`src/rtl/vgacon_pkg.sv`:
```
// vgacon_pkg: geometry, control codes and FSM states for the text console terminal.
// The colour attribute feature is enabled with the VGACON_TERM_COLOUR_EN macro.
package vgacon_pkg;

    localparam int TERM_COLS  = 80;
    localparam int TERM_ROWS  = 50;
    localparam int TRAM_CELLS = TERM_COLS * TERM_ROWS;

    localparam logic [7:0] CH_BS = 8'h08;
    localparam logic [7:0] CH_LF = 8'h0A;
    localparam logic [7:0] CH_FF = 8'h0C;
    localparam logic [7:0] CH_CR = 8'h0D;
    localparam logic [7:0] CH_SO = 8'h0E;
    localparam logic [7:0] CH_SI = 8'h0F;

    localparam logic [1:0] ST_IDLE     = 2'd0;
    localparam logic [1:0] ST_CLR_LINE = 2'd1;
    localparam logic [1:0] ST_CLR_SCR  = 2'd2;

    function automatic logic [12:0] cell_addr(
        input logic [5:0] y,
        input logic [6:0] x,
        input int         cols
    );
        return 13'(y) * 13'(cols) + 13'(x);
    endfunction

endpackage

```
`src/rtl/vgacon_term_fill.sv`:
```
// vgacon_term_fill: sequential address generator for line and screen clears.
// Emits base+offset each enabled cycle; done flags the final cell.
module vgacon_term_fill (
    input  logic        clk,
    input  logic        resetn,
    input  logic        start,
    input  logic        en,
    input  logic [12:0] base,
    input  logic [12:0] count,
    output logic [12:0] addr,
    output logic        done
);

    logic [12:0] cnt;

    // Offset counter: parked at zero while start is held, steps per fill write
    always_ff @(posedge clk) begin
        if (!resetn || start) begin
            cnt <= '0;
        end else if (en) begin
            cnt <= cnt + 13'd1;
        end
    end

    assign addr = base + cnt;
    assign done = (cnt == count - 13'd1);

endmodule

```
`src/rtl/vgacon_term.sv`:
```
// vgacon_term: byte-stream terminal front end driving the TRAM system write port.
// Define VGACON_TERM_COLOUR_EN to enable SO/SI colour attribute control.
module vgacon_term
    import vgacon_pkg::*;
#(
    parameter int         COLS      = TERM_COLS,
    parameter int         ROWS      = TERM_ROWS,
    parameter logic [7:0] FILL_CHAR = 8'h20
) (
    input  logic        clk,
    input  logic        resetn,
    input  logic [7:0]  in_data,
    input  logic        in_valid,
    output logic        in_ready,
    output logic [12:0] tram_addr,
    output logic [7:0]  tram_data,
    output logic        tram_wren,
    output logic [6:0]  cursor_x,
    output logic [5:0]  cursor_y,
    output logic        busy
);

    logic [1:0]  state;
    logic        colour;
    logic        accept;
    logic        is_print;
    logic        at_eol;
    logic [5:0]  y_next;
    logic [12:0] cur_addr;
    logic        clearing;
    logic [12:0] fill_base;
    logic [12:0] fill_count;
    logic [12:0] fill_addr;
    logic        fill_done;

    assign in_ready = (state == ST_IDLE);
    assign busy     = ~in_ready;
    assign accept   = in_valid & in_ready;
    assign clearing = (state == ST_CLR_LINE) || (state == ST_CLR_SCR);

    assign is_print = (in_data >= 8'h20) && (in_data <= 8'h7E);
    assign at_eol   = (cursor_x == 7'(COLS - 1));
    assign y_next   = (cursor_y == 6'(ROWS - 1)) ? 6'd0 : cursor_y + 6'd1;
    assign cur_addr = cell_addr(cursor_y, cursor_x, COLS);

    assign fill_base  = (state == ST_CLR_LINE) ? cell_addr(cursor_y, 7'd0, COLS)
                                               : 13'd0;
    assign fill_count = (state == ST_CLR_LINE) ? 13'(COLS) : 13'(COLS * ROWS);

    vgacon_term_fill u_fill (
        .clk    (clk),
        .resetn (resetn),
        .start  (in_ready),
        .en     (clearing),
        .base   (fill_base),
        .count  (fill_count),
        .addr   (fill_addr),
        .done   (fill_done)
    );

`ifdef VGACON_TERM_COLOUR_EN
    // Colour attribute latched from SO (set) and SI (clear)
    always_ff @(posedge clk) begin
        if (!resetn) begin
            colour <= 1'b0;
        end else if (accept && in_data == CH_SO) begin
            colour <= 1'b1;
        end else if (accept && in_data == CH_SI) begin
            colour <= 1'b0;
        end
    end
`else
    assign colour = 1'b0;
`endif

    // Byte decode, cursor tracking and clear sequencing; all writes registered
    always_ff @(posedge clk) begin
        if (!resetn) begin
            state     <= ST_CLR_SCR;
            cursor_x  <= '0;
            cursor_y  <= '0;
            tram_addr <= '0;
            tram_data <= '0;
            tram_wren <= 1'b0;
        end else begin
            tram_wren <= 1'b0;
            unique case (state)
                ST_IDLE: begin
                    if (in_valid) begin
                        unique case (1'b1)
                            is_print: begin
                                tram_wren <= 1'b1;
                                tram_addr <= cur_addr;
                                tram_data <= {colour, in_data[6:0]};
                                if (at_eol) begin
                                    cursor_x <= '0;
                                    cursor_y <= y_next;
                                    state    <= ST_CLR_LINE;
                                end else begin
                                    cursor_x <= cursor_x + 7'd1;
                                end
                            end
                            (in_data == CH_CR): begin
                                cursor_x <= '0;
                            end
                            (in_data == CH_LF): begin
                                cursor_x <= '0;
                                cursor_y <= y_next;
                                state    <= ST_CLR_LINE;
                            end
                            (in_data == CH_BS): begin
                                if (cursor_x != 7'd0) begin
                                    cursor_x  <= cursor_x - 7'd1;
                                    tram_wren <= 1'b1;
                                    tram_addr <= cell_addr(cursor_y,
                                                           cursor_x - 7'd1,
                                                           COLS);
                                    tram_data <= FILL_CHAR;
                                end
                            end
                            (in_data == CH_FF): begin
                                cursor_x <= '0;
                                cursor_y <= '0;
                                state    <= ST_CLR_SCR;
                            end
                            default: ;
                        endcase
                    end
                end
                ST_CLR_LINE, ST_CLR_SCR: begin
                    tram_wren <= 1'b1;
                    tram_addr <= fill_addr;
                    tram_data <= FILL_CHAR;
                    if (fill_done) begin
                        state <= ST_IDLE;
                    end
                end
                default: begin
                    state <= ST_CLR_SCR;
                end
            endcase
        end
    end

endmodule
```
`config.mk`:
```
export PLATFORM = sky130hd
export DESIGN_NAME = vgacon_term
export DESIGN_NICKNAME = d
export VERILOG_FILES = /design/src/rtl/vgacon_pkg.sv /design/src/rtl/vgacon_term_fill.sv /design/src/rtl/vgacon_term.sv
export SDC_FILE = /design/constraint.sdc
export NUM_CORES = 1
export LEC_CHECK = 0
export BUFFER_PORTS_ARGS = -buffer_cell sky130_fd_sc_hd__buf_2
export CAP_MARGIN = 20
export CORE_MARGIN = 1
export CORE_UTILIZATION = 60
export DETAILED_ROUTE_END_ITERATION = 10
export PLACE_DENSITY_LB_ADDON = 0.25
export SYNTH_ARGS = -nofsm -noshare
export SYNTH_HDL_FRONTEND = slang
export SYNTH_HIERARCHICAL = 1
export SYNTH_SLANG_ARGS = --single-unit
```
`constraint.sdc`:
```
create_clock -name clk -period 3.6 [get_ports clk]
set_input_delay 0.72 -clock clk [delete_from_list [all_inputs] [get_ports clk]]
set_output_delay 0.72 -clock clk [all_outputs]
set_load 0.01 [all_outputs]
```
* After elaboration in Yosys (flattened, before gate mapping) *
Index checks and enable logic that the tools add are counted.

operators by class
  add/sub/neg operators = 8
  multiply operators = 1
  magnitude comparators = 2
  eq/ne operators = 17
  multiplexer cells = 25
  bitwise logic cells = 1
  reductions and logical operators = 15

operators with widths
  kind                                                               count
  case mux 13 bit (2 select lines)                                   2
  two-way mux 13 bit                                                 3
  equality test 8 x 4 -> 1 bit, second input constant                4
  case mux 8 bit (2 select lines)                                    2
  adder 13 x 7 -> 13 bit                                             2
  case mux 7 bit (3 select lines)                                    1
  case mux 6 bit (3 select lines)                                    1
  two-way mux 8 bit                                                  2
  AND reduction 4 bit                                                4
  two-way mux 7 bit                                                  2
  adder 13 x 1 -> 13 bit, second input constant                      1
  adder 13 bit                                                       1
  equality test 13 bit                                               1
  subtractor 12 x 1 -> 13 bit, second input constant                 1
  two-way mux 12 bit                                                 1
  two-way mux 6 bit                                                  2
  multiplier 6 x 3 -> 9 bit, second input constant                   1
  greater-or-equal comparator 8 x 6 -> 1 bit, second input constant  1
  less-or-equal comparator 8 x 7 -> 1 bit, second input constant     1
  adder 7 x 1 -> 7 bit, second input constant                        1
  equality test 7 bit, second input constant                         1
  nonzero test 7 bit                                                 1
  subtractor 7 x 1 -> 7 bit, second input constant                   1
  adder 6 x 1 -> 6 bit, second input constant                        1
  other kinds (22)                                                   31

storage, ports and cells
  flip-flop bits (word level) = 50
  input port bits = 11
  output and inout bits = 37
  word-level logic and storage cells = 76

* Logic depth before layout (Yosys ltp) *
  depth after elaboration = 6
  depth in mapped cells = 15
  mapped depth without buffers = 15

* Modules after synthesis *
The synthesis kept the hierarchy.

by module, submodules not included
  module            instances  cells each  area each (um^2)  seq. area each (um^2)
  vgacon_term       1          326         2,691.3           720.7
  vgacon_term_fill  1          211         1,632.8           260.2

* Worst setup path after synthesis *
OpenSTA, ideal clock, no wires.

  kind = flip-flop to flip-flop
  from = register cursor_y[1]
  to = register tram_addr[9]
  library setup time = 0.116 ns
  data arrival time = 3.302 ns
  data required time = 3.484 ns
  slack = 0.182 ns
  stages on the path, launching flop included = 14
  buffers on the path = 1
  period minus slack after synthesis = 3.418 ns
  cells stage by stage = dfxtp_1 ha_1 ha_1 fa_1 xnor2_1 nor2_1 ha_1 clkbuf_1 nor2b_1 a2111o_1 a311o_1 nand2_1 o211ai_1 o211a_1

on the way
  elaborated cells on any way between the ends = 9
  classes of those cells = 3 x add/sub; 1 x mul; 5 x mux

RTL lines
  element                           line                    text
  start: declaration                vgacon_term.sv:19       output logic [5:0] cursor_y,
  start signal: assignment          vgacon_term.sv:97       cursor_y <= y_next;
  start signal: assignment          vgacon_term.sv:108      cursor_y <= y_next;
  multiplier 6 x 3 -> 9 bit         vgacon_pkg.sv:25        return 13'(y) * 13'(cols) + 13'(x);
  two-way mux 13 bit                vgacon_term.sv:46       assign fill_base = (state == ST_CLR_LINE) ? cell_addr(cursor_y, 7'd0, COLS)
  net fill_base[9]                  vgacon_term.sv:31       logic [12:0] fill_base;
  adder 13 bit                      vgacon_term_fill.sv:25  assign addr = base + cnt;
  net fill_addr[9]                  vgacon_term.sv:33       logic [12:0] fill_addr;
  case mux 13 bit (2 select lines)  vgacon_term.sv:87       unique case (state)
  end signal: assignment            vgacon_term.sv:93       tram_addr <= cur_addr;
  end signal: assignment            vgacon_term.sv:115      tram_addr <= cell_addr(cursor_y,
  end signal: assignment            vgacon_term.sv:132      tram_addr <= fill_addr;
  end: declaration                  vgacon_term.sv:15       output logic [12:0] tram_addr,

The timed path passes the listed nets, and every way through them passes these cells. The select of a mux whose other input is x is not followed.
A chain may end at the register's enable or synchronous reset.

* Final worst setup path *
  from = register cursor_y[1]
  to = register tram_addr[11]

The elaborated chain is that of the path after synthesis.

==> results.md <==
- Outcome: finished clean
- Clock tree root buffer cell: sky130_fd_sc_hd__clkbuf_8
- Remaining antenna violation count: 0
- Cell variety after synth: 78
- Global-route wire length before repair: 19100 um
- Number of vias after detailed routing: 4363
- Chip Height: 86.9 um
- Total number of yosys warnings: 6
- Area share of the largest cell type after synthesis: 22.7%
- Most numerous cell types in the synthesized netlist: sky130_fd_sc_hd__dfxtp_1 (49), sky130_fd_sc_hd__nand2_1 (45), sky130_fd_sc_hd__a21oi_1 (39)
- Worst min-delay path class: reg -> reg
- Count of flip-flops with a built-in enable after synthesis: 0
- Register-to-Register Setup Slack: 0.21 ns
- Main synth FF type: sky130_fd_sc_hd__dfxtp_1
- Sum of routed wire length over all layers: 11500 um
- Setup skew after layout: 0.0102 ns
- Final layout net count: 655
- Buffers on Ports: 46
- I/O pin cnt: 48
- Pwr/cell area: 242 nW/um^2
- Filler Cells Inserted: between 600 and 700
- Biggest area consumer among synthesized cells: sky130_fd_sc_hd__dfxtp_1
- Initial DRC count: 315
- Largest fanout of any net on the critical path: 11
- Post-Synthesis Mean Instance Area: 8.05 um^2
- Vias in the first global route: ~4k
- H-tree levels: 2
- Max IR drop VDD: 0.198 mV
- Final period util: 94.1%
- Number of instances in the synthesized netlist: 537
- TritonCTS clock tree: built
- Global placer's final weighted congestion: 0.927
- Area of the mapped netlist: 4320 um^2
- Antenna diode instance count: 0
- Source-to-sink clock delay at the later pin of the worst-skew pair: approximately 0.32 ns
- Count of buffers added by post-CTS timing repair for setup: 0
- Number of cell rows: 30
- Die Width: 86.9 um
- Data arrival time of the critical path: 3.61 ns
- Number of hold buffers added after cts: 0
- Num CTS Buffers: 5
- DRC violations left: 0
- Number of optimization iterations in the first detailed-route pass: 5
- Proportion of synthesized flip-flops having asynchronous set or reset: 0%
- Maximum achievable frequency: 295 MHz
- Kind of start point of the critical path: flip-flop
- Placed cells: 697
- Number of gates resized after CTS: 0
- Number of standard cells in the final layout excluding fillers: approximately 710
- Ratio of cells with drive above 1 in the final layout: 14.6%
- Core footprint: 6870 um^2
- Overall die area: between 7000 and 8000 um^2
- Count of clock tree sinks: 49
- Sequential fraction of the synthesis area: approximately 23%
- Clock slew seen by the registers of the worst setup and hold paths: 0.10 ns
- Count of pins over their slew limit: 0
- Synth area leaders: sky130_fd_sc_hd__dfxtp_1 (23%), sky130_fd_sc_hd__ha_1 (9.5%), sky130_fd_sc_hd__xnor2_1 (6.5%), sky130_fd_sc_hd__a21oi_1 (4.5%), sky130_fd_sc_hd__nand2_1 (3.9%)
- Maximum number of pins on one net before global-route repair: 35
- Kind of end point of the critical path: flip-flop
- Antenna violations before repair: 0
- Maximum number of buffers from clock root to sink: 2
- Vias per inst: 6.19
- Number of failing setup endpoints in the final timing report: 0
- Wire length per cell: 16.3 um
- Max transition margin: 33.5%
- Critical path start-end classification: reg -> reg
- HPWL after DPL: 8540 um
- Least-Margin Pin Slew: 0.984 ns
- Number of endpoints with negative hold slack in the final report: 0
- Total of flip-flops plus latches after synthesis: 49
- Setup repair after global routing missed its margin: false
- Total Neg Setup Slack: 0 ns
- Initial standard-cell utilization of the core: 63.0%
- Cell with the most instances after synthesis: sky130_fd_sc_hd__dfxtp_1
- Signed area change from the synthesized netlist to the final layout: 13.0%
- Tmin final: 3.39 ns
- Total global-route track usage: between 30% and 40%
- Remaining global-route overflow: 0
- Max_cap viols: 0
- CP Data Required Time: 3.82 ns
- Leak pwr: approximately 0.0021 uW
[final timing paths]
kind                     start       endpoint  cells past startpoint
setup / recovery   cursor_y[1]  tram_addr[11]                     14
hold / removal    tram_data[4]   tram_data[4]                      2
setup reg to reg   cursor_y[1]  tram_addr[11]                     14
hold reg to reg   tram_data[4]   tram_data[4]                      2
[flip-flops by register name, summed over array words and instances, names as in the netlist]
signal	flops
tram_data	7
cursor_x	7
state	2
cursor_y	6
tram_wren	1
u_fill/cnt	13
tram_addr	13
[worst max-delay path, cell delays in order, from the launching register on]
cell                      delay [ns]
sky130_fd_sc_hd__dfxtp_1        0.33
sky130_fd_sc_hd__ha_1           0.30
sky130_fd_sc_hd__ha_1           0.23
sky130_fd_sc_hd__fa_1           0.41
sky130_fd_sc_hd__xnor2_1        0.23
sky130_fd_sc_hd__nor2_1         0.07
sky130_fd_sc_hd__ha_1           0.43
sky130_fd_sc_hd__and3_1         0.27
sky130_fd_sc_hd__a31oi_1        0.21
sky130_fd_sc_hd__o21ai_0        0.11
sky130_fd_sc_hd__a21oi_1        0.16
sky130_fd_sc_hd__xnor2_1        0.13
sky130_fd_sc_hd__nand3_1        0.08
sky130_fd_sc_hd__mux2_2         0.28
sky130_fd_sc_hd__o41ai_1        0.05
[power by group]
part	internal (uW)	switching, uW	total (uW)	leakage [uW]
clock	280	215	495	0.0000687
combinational	50.1	75.3	125	0.00165
sequential	553	10.5	563	0.000397
total	883	301	1180	0.00212
[kinds of logic after synthesis]
| family | after synthesis | share of synthesized area [%] |
|---|---|---|
| mux | 6 | 1.42 |
| compound gates | 146 | 24.2 |
| other cells | 1 | 0.0867 |
| xor+xnor | 45 | 9.43 |
| flops | 49 | 22.7 |
| fa+ha+maj | 36 | 10.9 |
| buf+inv | 47 | 5.12 |
| simple gates | 207 | 26.2 |
[per-layer routing]
layer | vias to the layer above | global-route usage [%] | share of wire (%)
li1 | 2104 | - | -
met1 | 2027 | 42.1 | 43
met2 | 203 | 52.0 | 47
met3 | 29 | 6.35 | 8.1
met4 | 0 | 11.1 | 2.1
met5 | - | 0 | 0
[area by class of cell]
cell class | instances | area (um^2) | area share (%)
Multi-Input combinational cell | 469 | 3230 | 66.0
Sequential cell | 49 | 981 | 20.1
Timing Repair Buffer | 60 | 335 | 6.86
Tap cell | 96 | 120 | 2.46
Inverter | 23 | 86.3 | 1.77
Clock buffer | 5 | 68.8 | 1.41
Clock inverter | 3 | 68.8 | 1.41
[cell usage in the layout (no fill, tap or decap), types with 6 or more instances in the layout]
| master | n |
|---|---|
| sky130_fd_sc_hd__dfxtp_1 | 49 |
| sky130_fd_sc_hd__buf_2 | 46 |
| sky130_fd_sc_hd__nand2_1 | 45 |
| sky130_fd_sc_hd__a21oi_1 | 39 |
| sky130_fd_sc_hd__nor2_1 | 35 |
| sky130_fd_sc_hd__ha_1 | 33 |
| sky130_fd_sc_hd__xnor2_1 | 32 |
| sky130_fd_sc_hd__conb_1 | 29 |
| sky130_fd_sc_hd__nor3_1 | 23 |
| sky130_fd_sc_hd__inv_1 | 21 |
| sky130_fd_sc_hd__o21ai_0 | 19 |
| sky130_fd_sc_hd__nand3_1 | 18 |
| sky130_fd_sc_hd__o211ai_1 | 14 |
| sky130_fd_sc_hd__buf_4 | 14 |
| sky130_fd_sc_hd__xor2_1 | 12 |
| sky130_fd_sc_hd__and3_1 | 11 |
| sky130_fd_sc_hd__nand2b_1 | 11 |
| sky130_fd_sc_hd__and2_1 | 10 |
| sky130_fd_sc_hd__a21o_1 | 8 |
| sky130_fd_sc_hd__a211oi_1 | 8 |
| sky130_fd_sc_hd__nand4_1 | 8 |
| sky130_fd_sc_hd__nor4_1 | 6 |
| sky130_fd_sc_hd__nor2b_1 | 6 |
[stage by stage]
stage	power (uW)	worst slack (ns)	cell area (um^2)	hold slack [ns]	utilization [%]
floorplan	662	0.182	4430	0.476	-
global placement	693	0.366	4750	0.436	69.1
detailed placement	697	0.250	4750	0.440	69.1
CTS	1180	0.245	4890	0.454	71.1
global route	1230	0.00935	4890	0.482	71.1
finish	1180	0.211	4890	0.453	71.1
Note: power is estimated with default switching activity, not from simulation.
